==> config.mk <==
export PLATFORM = sky130hd
export DESIGN_NAME = keypad_entry_decoder
export DESIGN_NICKNAME = d
export VERILOG_FILES = /design/src/rtl/keypad_entry_decoder.sv
export SDC_FILE = /design/constraint.sdc
export NUM_CORES = 1
export LEC_CHECK = 0
export ABC_AREA = 1
export BUFFER_PORTS_ARGS = -buffer_cell sky130_fd_sc_hd__buf_2
export CAP_MARGIN = 20
export CORE_MARGIN = 2
export CORE_UTILIZATION = 35
export DETAILED_ROUTE_END_ITERATION = 7
export PLACE_DENSITY = 0.62
export SLEW_MARGIN = 20
export SYNTH_ARGS = -nofsm -noshare
export SYNTH_HDL_FRONTEND = slang
export SYNTH_SLANG_ARGS = --single-unit
==> constraint.sdc <==
create_clock -name clk -period 4.2 [get_ports clk]
set_input_delay 0.84 -clock clk [delete_from_list [all_inputs] [get_ports clk]]
set_output_delay 0.84 -clock clk [all_outputs]
set_load 0.01 [all_outputs]
==> src/rtl/keypad_entry_decoder.sv <==
// Keypad entry decoder: debounces column-scanner bitmaps, emits one-cycle
// key events, and assembles decimal digits into a committed frequency value.
// Keys A-D select a waveform mode.
module keypad_entry_decoder #(
    parameter int N_COLUMN         = 4,
    parameter int N_ROW            = 4,
    parameter int DEBOUNCE_SAMPLES = 3,
    parameter int MAX_DIGITS       = 6,
    parameter int VALUE_WIDTH      = 20
) (
    input  logic                         clk,
    input  logic                         rst,
    input  logic [N_COLUMN*N_ROW-1:0]    keys,
    input  logic                         keys_valid,
    output logic                         key_strobe,
    output logic [3:0]                   key_code,
    output logic [VALUE_WIDTH-1:0]       entry,
    output logic [2:0]                   digit_count,
    output logic [VALUE_WIDTH-1:0]       value,
    output logic                         value_valid,
    output logic [1:0]                   mode,
    output logic                         mode_valid,
    output logic                         entry_overflow
);

    localparam int NK = N_COLUMN * N_ROW;
    localparam int CW = (DEBOUNCE_SAMPLES > 1) ? $clog2(DEBOUNCE_SAMPLES) : 1;
    localparam logic [CW-1:0] CNT_MAX = CW'(DEBOUNCE_SAMPLES - 1);
    localparam int PW = VALUE_WIDTH + 4;

    typedef enum logic {RELEASED, PRESSED} state_t;

    logic [NK-1:0]  last_sample;
    logic [CW-1:0]  stable_cnt;
    logic [CW-1:0]  new_cnt;
    logic           stable;
    logic           one_hot;
    logic [3:0]     key_idx;
    state_t         state_q;
    state_t         state_d;
    logic           strobe_d;
    logic           is_digit;
    logic [3:0]     digit;
    logic [PW-1:0]  prod;

    // Debounce: count consecutive identical scans, saturating at the threshold.
    always_comb begin
        new_cnt = '0;
        if (keys == last_sample)
            new_cnt = (stable_cnt == CNT_MAX) ? stable_cnt : stable_cnt + CW'(1);
        stable = keys_valid && (new_cnt == CNT_MAX);
    end

    // Encode the pressed key index and detect a clean single-key pattern.
    always_comb begin
        key_idx = '0;
        for (int i = 0; i < NK; i++)
            if (keys[i]) key_idx = 4'(i);
        one_hot = ($countones(keys) == 1);
    end

    // Debounce history, only advanced on valid scans.
    always_ff @(posedge clk) begin
        if (rst) begin
            last_sample <= '0;
            stable_cnt  <= '0;
        end else if (keys_valid) begin
            last_sample <= keys;
            stable_cnt  <= new_cnt;
        end
    end

    // Press/release tracker: strobe once per clean press, lock out chords.
    always_comb begin
        state_d  = state_q;
        strobe_d = 1'b0;
        if (stable) begin
            case (state_q)
                RELEASED: if (keys != '0) begin
                    state_d  = PRESSED;
                    strobe_d = one_hot;
                end
                PRESSED:  if (keys == '0) state_d = RELEASED;
                default:  state_d = RELEASED;
            endcase
        end
    end

    // FSM state and the registered key event.
    always_ff @(posedge clk) begin
        if (rst) begin
            state_q    <= RELEASED;
            key_strobe <= 1'b0;
            key_code   <= '0;
        end else begin
            state_q    <= state_d;
            key_strobe <= strobe_d;
            if (strobe_d) key_code <= key_idx;
        end
    end

    // Map the physical key index to a decimal digit, if it is one.
    always_comb begin
        is_digit = 1'b1;
        digit    = '0;
        case (key_code)
            4'd0:    digit = 4'd1;
            4'd4:    digit = 4'd2;
            4'd8:    digit = 4'd3;
            4'd1:    digit = 4'd4;
            4'd5:    digit = 4'd5;
            4'd9:    digit = 4'd6;
            4'd2:    digit = 4'd7;
            4'd6:    digit = 4'd8;
            4'd10:   digit = 4'd9;
            4'd7:    digit = 4'd0;
            default: is_digit = 1'b0;
        endcase
        // Widened so the multiply cannot wrap before truncation.
        prod = PW'(entry) * PW'(10) + PW'(digit);
    end

    // Entry assembly, commit and mode selection, one cycle after the key event.
    always_ff @(posedge clk) begin
        if (rst) begin
            entry          <= '0;
            digit_count    <= '0;
            value          <= '0;
            value_valid    <= 1'b0;
            mode           <= '0;
            mode_valid     <= 1'b0;
            entry_overflow <= 1'b0;
        end else begin
            value_valid    <= 1'b0;
            mode_valid     <= 1'b0;
            entry_overflow <= 1'b0;
            if (key_strobe) begin
                if (is_digit) begin
                    if (digit_count < 3'(MAX_DIGITS)) begin
                        entry       <= prod[VALUE_WIDTH-1:0];
                        digit_count <= digit_count + 3'd1;
                    end else begin
                        entry_overflow <= 1'b1;
                    end
                end else begin
                    case (key_code)
                        4'd3: begin
                            entry       <= '0;
                            digit_count <= '0;
                        end
                        4'd11: if (digit_count != '0) begin
                            value       <= entry;
                            value_valid <= 1'b1;
                            entry       <= '0;
                            digit_count <= '0;
                        end
                        default: begin
                            // Remaining keys are A-D at indices 12..15.
                            mode       <= key_code[1:0];
                            mode_valid <= 1'b1;
                        end
                    endcase
                end
            end
        end
    end

endmodule

* Word level (Yosys, flattened, before mapping) *
Index checks and enable logic that the tools add are counted.

storage, ports and cells
  register bits after elaboration = 72
  bits in latches = 0
  bits in writable memories = 0
  memory bits (read-only) = 0
  input bits = 19
  output and inout bits = 53
  logic and storage cells = 104
  memories kept = 0

operators by class
  add/subtract/negate cells = 18
  multipliers = 1
  divide/modulo/power cells = 0
  magnitude comparators = 1
  eq/ne operators = 17
  shift operators = 0
  muxes and demuxes = 36
  bitwise logic cells = 5
  reduce and logical (&&, ||, !) cells = 14

operator list
  kind                                                                    number
  20-bit 2-to-1 mux                                                       3
  4-bit 2-to-1 mux                                                        14
  20-bit case mux with 2 select lines                                     1
  4-bit case mux with 9 select lines                                      1
  20-bit by 4-bit adder with 20-bit output                                1
  20-bit by 3-bit multiplier with 19-bit output (second input constant)   1
  1-bit by 1-bit adder with 2-bit output                                  8
  16-bit equality test                                                    1
  4-bit by 3-bit equality test with 1-bit output (second input constant)  4
  4-bit equality test (second input constant)                             4
  16-bit logical NOT                                                      1
  16-bit nonzero test                                                     1
  2-bit by 2-bit adder with 3-bit output                                  4
  1-bit 2-to-1 mux                                                        10
  10-bit OR reduction                                                     1
  3-bit 2-to-1 mux                                                        3
  3-bit by 3-bit adder with 4-bit output                                  2
  4-bit by 2-bit equality test with 1-bit output (second input constant)  2
  4-bit AND reduction                                                     2
  3-bit case mux with 2 select lines                                      1
  3-bit nonzero test                                                      2
  3-bit OR reduction                                                      2
  4-bit by 4-bit adder with 5-bit output                                  1
  5-bit by 1-bit equality test with 1-bit output (second input constant)  1
  other kinds (15)                                                        21

* Longest topological paths before layout *
Gate-level depths: netlist of the first run.

  depth after elaboration = 15
  depth in mapped cells = 20
  gate-level depth less buffers = 20

* Worst setup path after synthesis of the first run *
No wires, ideal clock.

  path kind = input port to flip-flop
  from = in keys[7]
  to = reg key_code[0]
  setup time = 70 ps
  arrival time = 4,294 ps
  slack = -163 ps
  stages on the path = 17
  cell sequence = inv_1 > fa_1 > inv_1 > fa_1 > fa_1 > inv_1 > fa_1 > inv_1 > ha_1 > fa_1 > nor3b_1 > nand3_1 > inv_1 > nand4_1 > nand2_1 > nand2_1 > a21oi_1

between the ends
  cells in the longest elaborated chain, start to end = 9
  elaborated cells between the ends (all ways) = 22
  classes of those cells = 4 x add/sub; 3 x eq/ne; 13 x mux; 2 x reduce/logical

RTL lines
  what                                                                            RTL line  source
  start, declared                                                                 13        input logic [N_COLUMN*N_ROW-1:0] keys,
  branches (longest 9 deep; another with 4-bit by 4-bit adder with 5-bit output)  --
  end signal, assigned                                                            98        if (strobe_d) key_code <= key_idx;
  end, declared                                                                   16        output logic [3:0] key_code,

Parallel ways; which one is timed is not known.
A chain may end at the register's enable or synchronous reset.

* Worst setup path in the final report of the first run *
  from = in keys[11]
  to = reg key_code[1]

between the ends
  cells in the longest elaborated chain, start to end = 8
  elaborated cells between the ends (all ways) = 18
  classes of those cells = 4 x add/sub; 3 x eq/ne; 9 x mux; 2 x reduce/logical

RTL lines
  what                                                          RTL line  source
  1-bit by 1-bit adder with 2-bit output (implied by the code)  59        one_hot = ($countones(keys) == 1);
  2-bit by 2-bit adder with 3-bit output (implied by the code)  59
  3-bit by 3-bit adder with 4-bit output (implied by the code)  59
  4-bit by 4-bit adder with 5-bit output (implied by the code)  59
  5-bit by 1-bit equality test with 1-bit output                59
  1-bit 2-to-1 mux                                              79        RELEASED: if (keys != '0) begin
  1-bit 2-to-1 mux                                              78        case (state_q)
  1-bit 2-to-1 mux                                              77        if (stable) begin

Several ways; a longest one is shown, not always the timed one.

==> flow_summary.json, run 1 <==
{
  "die-area_um2": 16400,
  "slew_viol_final": 0,
  "intPower_uw": 1380,
  "peakVddDrop_v": 0.000229,
  "hold_path.class": "reg -> reg",
  "pwr-share-comb": 0.164,
  "final_nets": 972,
  "vias": 5217,
  "yosys_warnings": 0,
  "worstPathArrival_ns": 4.53,
  "die_width_um": 128,
  "grt_max_degree": 34,
  "mostFrequentLayoutCell": "nand2_1",
  "clock_latency_ns": 0.34,
  "pwr-share-clk": 0.463,
  "synth_mux_area_frac": 0,
  "firstDrtPassIters": 4,
  "cts_root_buffer": "clkbuf_16",
  "final_cell_mix": "nand2_1 (200), nor2_1 (109), inv_1 (101)",
  "grt_pass1_wl_mm": 24.3,
  "avgViaCountPerCell": 4.78,
  "setup_slack_ns": -0.0518,
  "r2r_slack_ns": 1.38,
  "cts_hold_buffers": 0,
  "worst-path-buf-inv": 7,
  "ys_ff_latch": 72,
  "min_period_over_period": 1.01,
  "fin_cells": 1091,
  "switching_share": 0.266,
  "syn_to_final_growth_pct": 19.7,
  "clk_pin_slew_ns": 0.06,
  "io_pins": 72,
  "clk_path_buf_depth": 2,
  "max_slew_margin": 0.376,
  "core-area_um2": 15100,
  "seq_area_frac_synth": 0.267,
  "antenna_found_initial": 0,
  "critPathCaptureType": "flop",
  "grt.total_usage": 0.185,
  "syn_nets": 886,
  "setup_viol": 4,
  "p_leak_uw": 0.00333,
  "worst_pin_slew_ns": 0.936,
  "dieHeight_um": 128,
  "fill_cells": 1614,
  "synth_compound_area_frac": 0.109,
  "cts_made_buffers": 9,
  "h-tree-depth": 3,
  "min_period_ns": 4.25,
  "syn_area_per_cell_um2": 6.64,
  "cpPeakStageDelay_ns": 0.52,
  "synth_ff_type": "dfxtp_1",
  "synthAdderAreaFrac": 0.144,
  "seq_power_share": 0.373,
  "power.switching_uw": 500,
  "slowest_stage": "fa_1",
  "violations": "setup timing",
  "async_reset_ff_frac": 0,
  "crit_top_cell": "fa_1",
  "hold_violations": 0,
  "wl_per_cell_um": 13.3,
  "synthSimpleGateAreaFrac": 0.367,
  "std_cell_rows": 45,
  "netlist_area_um2": 5390,
  "rsz0062_at_grt": "true",
  "diodes": 0,
  "yosys.area_share.xor_xnor": 0.0195,
  "cts_sinks": 72,
  "synth_cells": 812,
  "crit_path_cell_trace": "buf_8 -> fa_1 -> inv_1 -> fa_1 -> inv_1 -> fa_1 -> inv_1 -> fa_1 -> inv_2 -> ha_4 -> fa_1 -> nor3b_2 -> nand3_1 -> inv_1 -> nand4_1 -> buf_4 -> nand2_2 -> nand2_1 -> nor2_1",
  "port_buffers": 71,
  "route.detailed.drc": 0,
  "globalRouteOverflowTotal": 0,
  "wl_mm": 14.5,
  "dp_hpwl_mm": 11.3,
  "synth.lib_cells_used.distinct": 41,
  "antenna_left": 0,
  "whs_ns": 0.457,
  "place.gp.congestion": 0.873,
  "initial_core_util": 0.356,
  "drtIter0Drc": 335,
  "cts_tree": "yes",
  "synth_edf_count": 0,
  "clock_skew_ns": 0.00855,
  "maxCapViolCount": 0,
  "critPathMaxFanout": 4,
  "dp.cells": 1073,
  "fmax_mhz": 235,
  "pre_cts_ws_ns": -0.520,
  "start_kind": "input port",
  "crit_family": "adder cells",
  "drive_gt1_frac": 0.186,
  "grt_pass1_vias": 4932,
  "synth_top_family_by_area": "simple AND/OR/NAND/NOR gates",
  "status": "finished with violations",
  "cellPowerDensity_nw_per_um2": 291,
  "required_ns": 4.48,
  "path_class": "in -> reg"
}
==> worst reg2reg max path, stage by stage (launching register included) <==
cell	delay, ns
dfxtp_1	0.49
ha_1	0.29
ha_1	0.25
inv_1	0.09
fa_1	0.45
nor2_1	0.16
nand2_1	0.10
nor2_2	0.15
nand2_1	0.11
nor2_4	0.15
nand3_4	0.10
clkinv_1	0.08
nand2_1	0.05
nand2_1	0.06
nand2_1	0.05
nand2_1	0.07
a21oi_2	0.05
==> cell families (layout without fill, tap and decap cells) <==
| family | after synthesis | count (layout) |
|---|---|---|
| AOI/OAI and AO/OA | 110 | 110 |
| xor gates and xnor gates | 12 | 12 |
| adders and majority gates | 55 | 55 |
| buffers and inverters | 131 | 222 |
| DFF | 72 | 72 |
| and+or+nand+nor | 432 | 432 |
==> path summary, 6_finish.rpt <==
kind / cells past startpoint / endpoint / startpoint
setup / recovery: 19 / key_code[1] / keys[11]
hold / removal: 2 / mode[1] / mode[1]
setup reg to reg: 16 / entry[17] / entry[1]
hold reg to reg: 2 / mode[1] / mode[1]
==> metrics by stage <==
stage               power (uW)  setup TNS [ns]  instance area, um2   util
floorplan                  896          -0.497                5390      -
global placement           983           -2.16                6050  0.400
detailed placement         989           -2.48                6050  0.400
CTS                       1870          -0.161                6420  0.424
global route              1980           -1.09                6450  0.426
finish                    1880          -0.185                6450  0.426
==> power by group through the flow <==
stage / Sequential, uW / Combinational, uW / Clock (uW)
floorplan: 714 / 182 / 0
global placement: 716 / 268 / 0
detailed placement: 716 / 273 / 0
CTS: 701 / 287 / 887
global route: 701 / 358 / 919
finish: 701 / 308 / 870
==> area by class of cell <==
type,instances,area (um2),area share
clock buffers,10,239,0.0370
clock inverters,6,97.6,0.0151
inverters,114,433,0.0671
multi-input cells,609,3470,0.537
flip-flops and latches,72,1440,0.223
well taps,188,235,0.0364
repair buffers,92,539,0.0836
==> Yosys cell counts, types with 4 or more instances <==
library cell,count,share of area
nor3_1,10,0.0093
nand3_2,6,0.011
nand4_1,12,0.014
clkbuf_1,13,0.0091
inv_1,104,0.072
nor2_4,4,0.0084
nand2_4,5,0.010
nand2_1,201,0.14
o21ai_0,45,0.042
nand2_2,12,0.014
a21oi_1,54,0.050
inv_2,8,0.0056
ha_1,43,0.10
nand3_1,52,0.048
nor2_1,109,0.076
dfxtp_1,72,0.27
nor2_2,8,0.0093
fa_1,12,0.045
xor2_1,10,0.016
==> routing by layer <==
metal,up-vias,global-route usage,wire length (um)
met1,2345,0.260,7380
met5,-,0,0
li1,2761,-,-
met3,16,0.0388,570
met2,95,0.289,6310
met4,0,0.0485,214
==> state kept, by name, indices dropped and copies added (netlist names), 2 cells and up <==
register,flops
entry,20
value,20
last_sample,16
key_code,4
digit_count,3
mode,2
stable_cnt,2
==> what timing repair did <==
item	CTS	global route
gates resized for setup	8	6
endpoints found under the setup margin	5	5
pin swaps	5	2
setup buffers	1	1
(Power assumes the default switching activity.)
==> run 2: changes to the inputs <==
CORE_MARGIN = 3   (was 2)
CORE_UTILIZATION = 45   (was 35)
PLACE_DENSITY = 0.74   (was 0.62)
TNS_END_PERCENT = 30   (was default)
==> run 2 against run 1 <==
Effect of this change: register-to-register slack got worse by 0.02 ns; design area shrank 2.3%; non-clock buffer count fell by 5; wire length is 4.7% lower; the flow still finishes with violations (setup timing); total power decreased by 7.8%; sequential power barely moved; clock power fell by 13%.
==> flow_summary.json, run 2 (same netlist as run 1, synthesis figures left out) <==
{
  "drive_gt1_frac": 0.183,
  "whs_ns": 0.464,
  "r2r_slack_ns": 1.36,
  "worst_pin_slew_ns": 0.827,
  "die_width_um": 115,
  "p_leak_uw": 0.00328,
  "cts_tree": "yes",
  "port_buffers": 71,
  "h-tree-depth": 3,
  "reg.largest.list": "entry x20, value x20, last_sample x16",
  "status": "finished with violations",
  "violations": "setup timing",
  "grt.total_usage": 0.210,
  "required_ns": 4.47,
  "std_cell_rows": 39,
  "power.switching_uw": 461,
  "pwr-share-comb": 0.160,
  "initial_core_util": 0.466,
  "grt_pass1_wl_mm": 22.6,
  "pwr-share-clk": 0.436,
  "mostFrequentLayoutCell": "nand2_1",
  "fmax_mhz": 232,
  "setup_viol": 5,
  "cellPowerDensity_nw_per_um2": 275,
  "hold_path.class": "reg -> reg",
  "clock_latency_ns": 0.33,
  "hold_end": "mode[1]",
  "min_period_ns": 4.32,
  "worstRegToRegCells": 13,
  "syn_to_final_growth_pct": 16.9,
  "finalPower_uw": 1730,
  "rsz0062_at_grt": "true",
  "firstDrtPassIters": 5,
  "antenna_found_initial": 0,
  "fin_setup_tns_ns": -0.454,
  "antenna_left": 0,
  "switching_share": 0.266,
  "critPathCaptureType": "flop",
  "cts_made_buffers": 9,
  "clk_path_buf_depth": 2,
  "dp_hpwl_mm": 10.7,
  "max_slew_margin": 0.447,
  "critPathMaxFanout": 5,
  "holdPathStages": 2,
  "start_kind": "input port",
  "postCtsSetupBuffers": 0,
  "clk_pin_slew_ns": 0.06,
  "core-area_um2": 11600,
  "dieHeight_um": 115,
  "maxCapViolCount": 0,
  "vias": 5284,
  "clock_skew_ns": 0.00567,
  "seq_power_share": 0.405,
  "globalRouteOverflowTotal": 0,
  "worstPathArrival_ns": 4.58,
  "stdcell_area_um2": 6300,
  "path_class": "in -> reg",
  "pre_cts_ws_ns": -0.480,
  "post_dp_cell_area_um2": 5970,
  "r2r-end": "entry[15]",
  "avgViaCountPerCell": 5.08,
  "final_nets": 967,
  "min_period_over_period": 1.03,
  "r2r_start": "entry[1]",
  "drtIter0Drc": 402,
  "io_pins": 72,
  "cts_sinks": 72,
  "place.gp.congestion": 0.897,
  "diodes": 0,
  "wl_mm": 13.8,
  "wl_per_cell_um": 13.2,
  "route.detailed.drc": 0,
  "grt_pass1_vias": 4673,
  "setup_slack_ns": -0.117,
  "peakVddDrop_v": 0.000258,
  "min-delay-start": "mode[1]",
  "grt_max_degree": 44,
  "intPower_uw": 1270,
  "hold_violations": 0,
  "cts_root_buffer": "clkbuf_16",
  "slew_viol_final": 0,
  "final_cell_mix": "nand2_1 (201), nor2_1 (108), inv_1 (101)",
  "die-area_um2": 13300
}
run 2: cell type report:
cell class,instances,area [um2]
multi-input cells,609,3460
clock buffers,9,225
inverters,114,430
well taps,143,179
repair buffers,87,492
clock inverters,7,72.6
fillers,1149,5260
flip-flops and latches,72,1440
run 2: metrics by stage:
stage	util	std cells
after CTS	0.544	1041
after global placement	0.517	1025
after floorplan	-	812
after global routing	0.545	1041
final	0.545	1041
after detailed placement	0.517	1025
run 2: worst max path at each step:
stage / slack [ns] / cells past startpoint / end / startpoint
4_1_cts: -0.11 / 18 / key_code[0] / keys[11]
3_5_place_dp: -0.48 / 18 / key_code[0] / keys[5]
6_report: -0.12 / 18 / key_code[0] / keys[7]
3_3_place_gp: -0.44 / 18 / key_code[0] / keys[5]
2_1_floorplan: -0.13 / 17 / key_code[0] / keys[7]
5_1_grt: -0.36 / 18 / key_code[2] / keys[11]
run 2: timing repair:
action,CTS,global route
resized for setup,7,3
endpoints found under the setup margin,5,5
pin swaps,1,1
hold buffers,0,0
run 2: worst max-delay path: stages:
cell and delay [ns]:
buf_2 0.09, inv_1 0.06, fa_1 0.51, inv_1 0.06, fa_1 0.46, fa_1 0.52
inv_1 0.05, fa_1 0.48, inv_1 0.05, ha_2 0.17, fa_1 0.46, nor3b_2 0.18
nand3_1 0.09, inv_1 0.07, nand4_1 0.20, nand2_1 0.12, nand2_1 0.07, a21oi_2 0.12
run 2: per-layer routing:
metal	share of wire	routed length (um)	track usage	vias up
met2	0.44	6050	0.332	145
met3	0.049	676	0.0433	14
met1	0.50	6890	0.299	2363
met4	0.012	167	0.0399	0
li1	-	-	-	2762
met5	0	0	0	-
run 2: power groups by stage:
stage / logic (uW) / clock network (uW) / registers [uW]
after floorplan: 182 / 0 / 714
after global placement: 251 / 0 / 716
after detailed placement: 259 / 0 / 716
after CTS: 272 / 771 / 701
after global routing: 330 / 802 / 702
final: 277 / 755 / 701
==> run 3: changes to the inputs <==
REMOVE_ABC_BUFFERS = 1   (was default)
==> run 3 against run 2 <==
Effect of this change: the flow still finishes with violations (setup timing); sequential power is essentially flat; non-clock buffer count is the same; worst setup slack gained 0.11 ns; clock-buffer cell count grew 1; critical endpoint unchanged; largest power group unchanged.
==> flow_summary.json, run 3 (same netlist as run 1, synthesis figures left out) <==
{
  "status": "finished with violations",
  "violations": "setup timing",
  "post_dp_cell_area_um2": 5970,
  "grt_max_degree": 44,
  "rsz0062_at_grt": "true",
  "clk_pin_slew_ns": 0.06,
  "critPathCaptureType": "flop",
  "stdcell_area_um2": 6300,
  "min_period_ns": 4.21,
  "clock_latency_ns": 0.35,
  "h-tree-depth": 3,
  "wl_mm": 13.5,
  "slew_viol_final": 0,
  "start_kind": "input port",
  "cts_sinks": 72,
  "std_cell_rows": 39,
  "drtIter0Drc": 388,
  "globalRouteOverflowTotal": 0,
  "max_slew_margin": 0.520,
  "cts_made_buffers": 9,
  "setup_viol": 3,
  "diodes": 0,
  "setup_slack_ns": -0.00984,
  "vias": 5289,
  "dp_hpwl_mm": 10.5,
  "post-route-util": 0.545,
  "worst_pin_slew_ns": 0.719,
  "mostFrequentLayoutCell": "nand2_1",
  "crit_path_cell_trace": "buf_8 -> fa_1 -> inv_1 -> fa_1 -> inv_2 -> fa_1 -> inv_1 -> fa_1 -> inv_1 -> ha_2 -> fa_1 -> nor3b_2 -> nand3_1 -> inv_2 -> nand4_1 -> nand2_1 -> nand2_1 -> a21oi_1",
  "hold_path.class": "reg -> reg",
  "avgViaCountPerCell": 5.08,
  "port_buffers": 71,
  "intPower_uw": 1290,
  "place.gp.congestion": 0.934,
  "core-area_um2": 11600,
  "cts_tree": "yes",
  "slowest_stage": "fa_1",
  "initial_core_util": 0.466,
  "final_cell_mix": "nand2_1 (201), nor2_1 (109), inv_1 (100)",
  "syn_to_final_growth_pct": 16.9,
  "cts_root_buffer": "clkbuf_16",
  "clock_skew_ns": 0.00707,
  "min_period_over_period": 1.00,
  "pwr-share-comb": 0.158,
  "firstDrtPassIters": 5,
  "final_nets": 967,
  "hold_violations": 0,
  "path_class": "in -> reg",
  "switching_share": 0.270,
  "drive_gt1_frac": 0.182,
  "seq_power_share": 0.396,
  "die-area_um2": 13300,
  "antenna_left": 0,
  "power.switching_uw": 478,
  "dieHeight_um": 115,
  "required_ns": 4.48,
  "reg.largest.list": "entry x20, value x20, last_sample x16",
  "cpPeakStageDelay_ns": 0.52,
  "dp.cells": 1025,
  "worstPathArrival_ns": 4.49,
  "die_width_um": 115,
  "peakVddDrop_v": 0.000249,
  "pwr-share-clk": 0.447,
  "crit_top_cell": "fa_1",
  "cellPowerDensity_nw_per_um2": 281,
  "fin_cells": 1041,
  "p_leak_uw": 0.00329,
  "maxCapViolCount": 0,
  "route.detailed.drc": 0,
  "fmax_mhz": 238,
  "antenna_found_initial": 0,
  "cts_hold_buffers": 0,
  "grt_pass1_wl_mm": 22.3,
  "fill_cells": 1143,
  "grt_pass1_vias": 4652,
  "critPathMaxFanout": 5,
  "clk_path_buf_depth": 2,
  "grt.total_usage": 0.208,
  "io_pins": 72,
  "seq_area_um2": 1440,
  "multi_input_area_um2": 3460,
  "wl_per_cell_um": 13.0,
  "finalPower_uw": 1770
}
-- run 3: cell types whose count changed in the layout (fill, tap and decap cells not counted), sizes merged --
cell / delta
clkinv: -2
clkinvlp: -1
inv: +2
clkbuf: +1
-- run 3: power by group through the flow --
stage                     Clock (uW)  Sequential (uW)  Combinational, uW
after floorplan                    0              714                175
after global placement             0              716                253
after detailed placement           0              716                263
after CTS                        804              701                276
after global routing             828              702                329
final                            791              701                279
-- run 3: timing repair --
| action | in CTS | in global routing |
|---|---|---|
| endpoints found under the setup margin | 5 | 5 |
| pin swaps | 6 | 5 |
| gates cloned | 0 | 0 |
| buffers inserted | 0 | 0 |
| resized for setup | 6 | 3 |
| hold endpoints to repair | 0 | 0 |
-- run 3: final timing paths --
check,startpoint,to,slack (ns),depth (start not counted)
max,keys[11],key_code[0],-0.01,18
min,mode[0],mode[0],0.46,2
max reg2reg,entry[1],entry[17],1.39,16
min reg2reg,mode[0],mode[0],0.46,2
-- run 3: routing by layer --
layer	up-vias	GRT usage	share of wire
met5	-	0	0
met4	0	0.0626	0.019
met3	20	0.0428	0.055
met2	125	0.314	0.43
met1	2379	0.301	0.50
li1	2765	-	-
-- run 3: area by class of cell --
| cell class | instances | share of cell area |
|---|---|---|
| inverter | 114 | 0.0683 |
| clock buffer | 10 | 0.0379 |
| sequential | 72 | 0.229 |
| timing repair buffer | 87 | 0.0780 |
| tap | 143 | 0.0284 |
| multi-input combinational | 609 | 0.548 |
| clock inverter | 6 | 0.0103 |
-- run 3: through the flow --
| step | hold WS, ns | setup WS, ns | TNS [ns] |
|---|---|---|---|
| 2_1_floorplan | 0.438 | -0.182 | -0.706 |
| 3_3_place_gp | 0.453 | -0.415 | -2.01 |
| 3_5_place_dp | 0.456 | -0.498 | -2.44 |
| 4_1_cts | 0.464 | -0.0277 | -0.0490 |
| 5_1_grt | 0.475 | -0.218 | -1.00 |
| 6_report | 0.463 | -0.00984 | -0.0154 |
-- run 3: critical path, delay by kind of cell --
kind / cells / cell delay [ns]
adder cells (fa/ha/maj): 6 / 2.59
AND/OR/NAND/NOR: 5 / 0.60
buffers and inverters: 6 / 0.35
AO/OA/AOI/OAI: 1 / 0.11
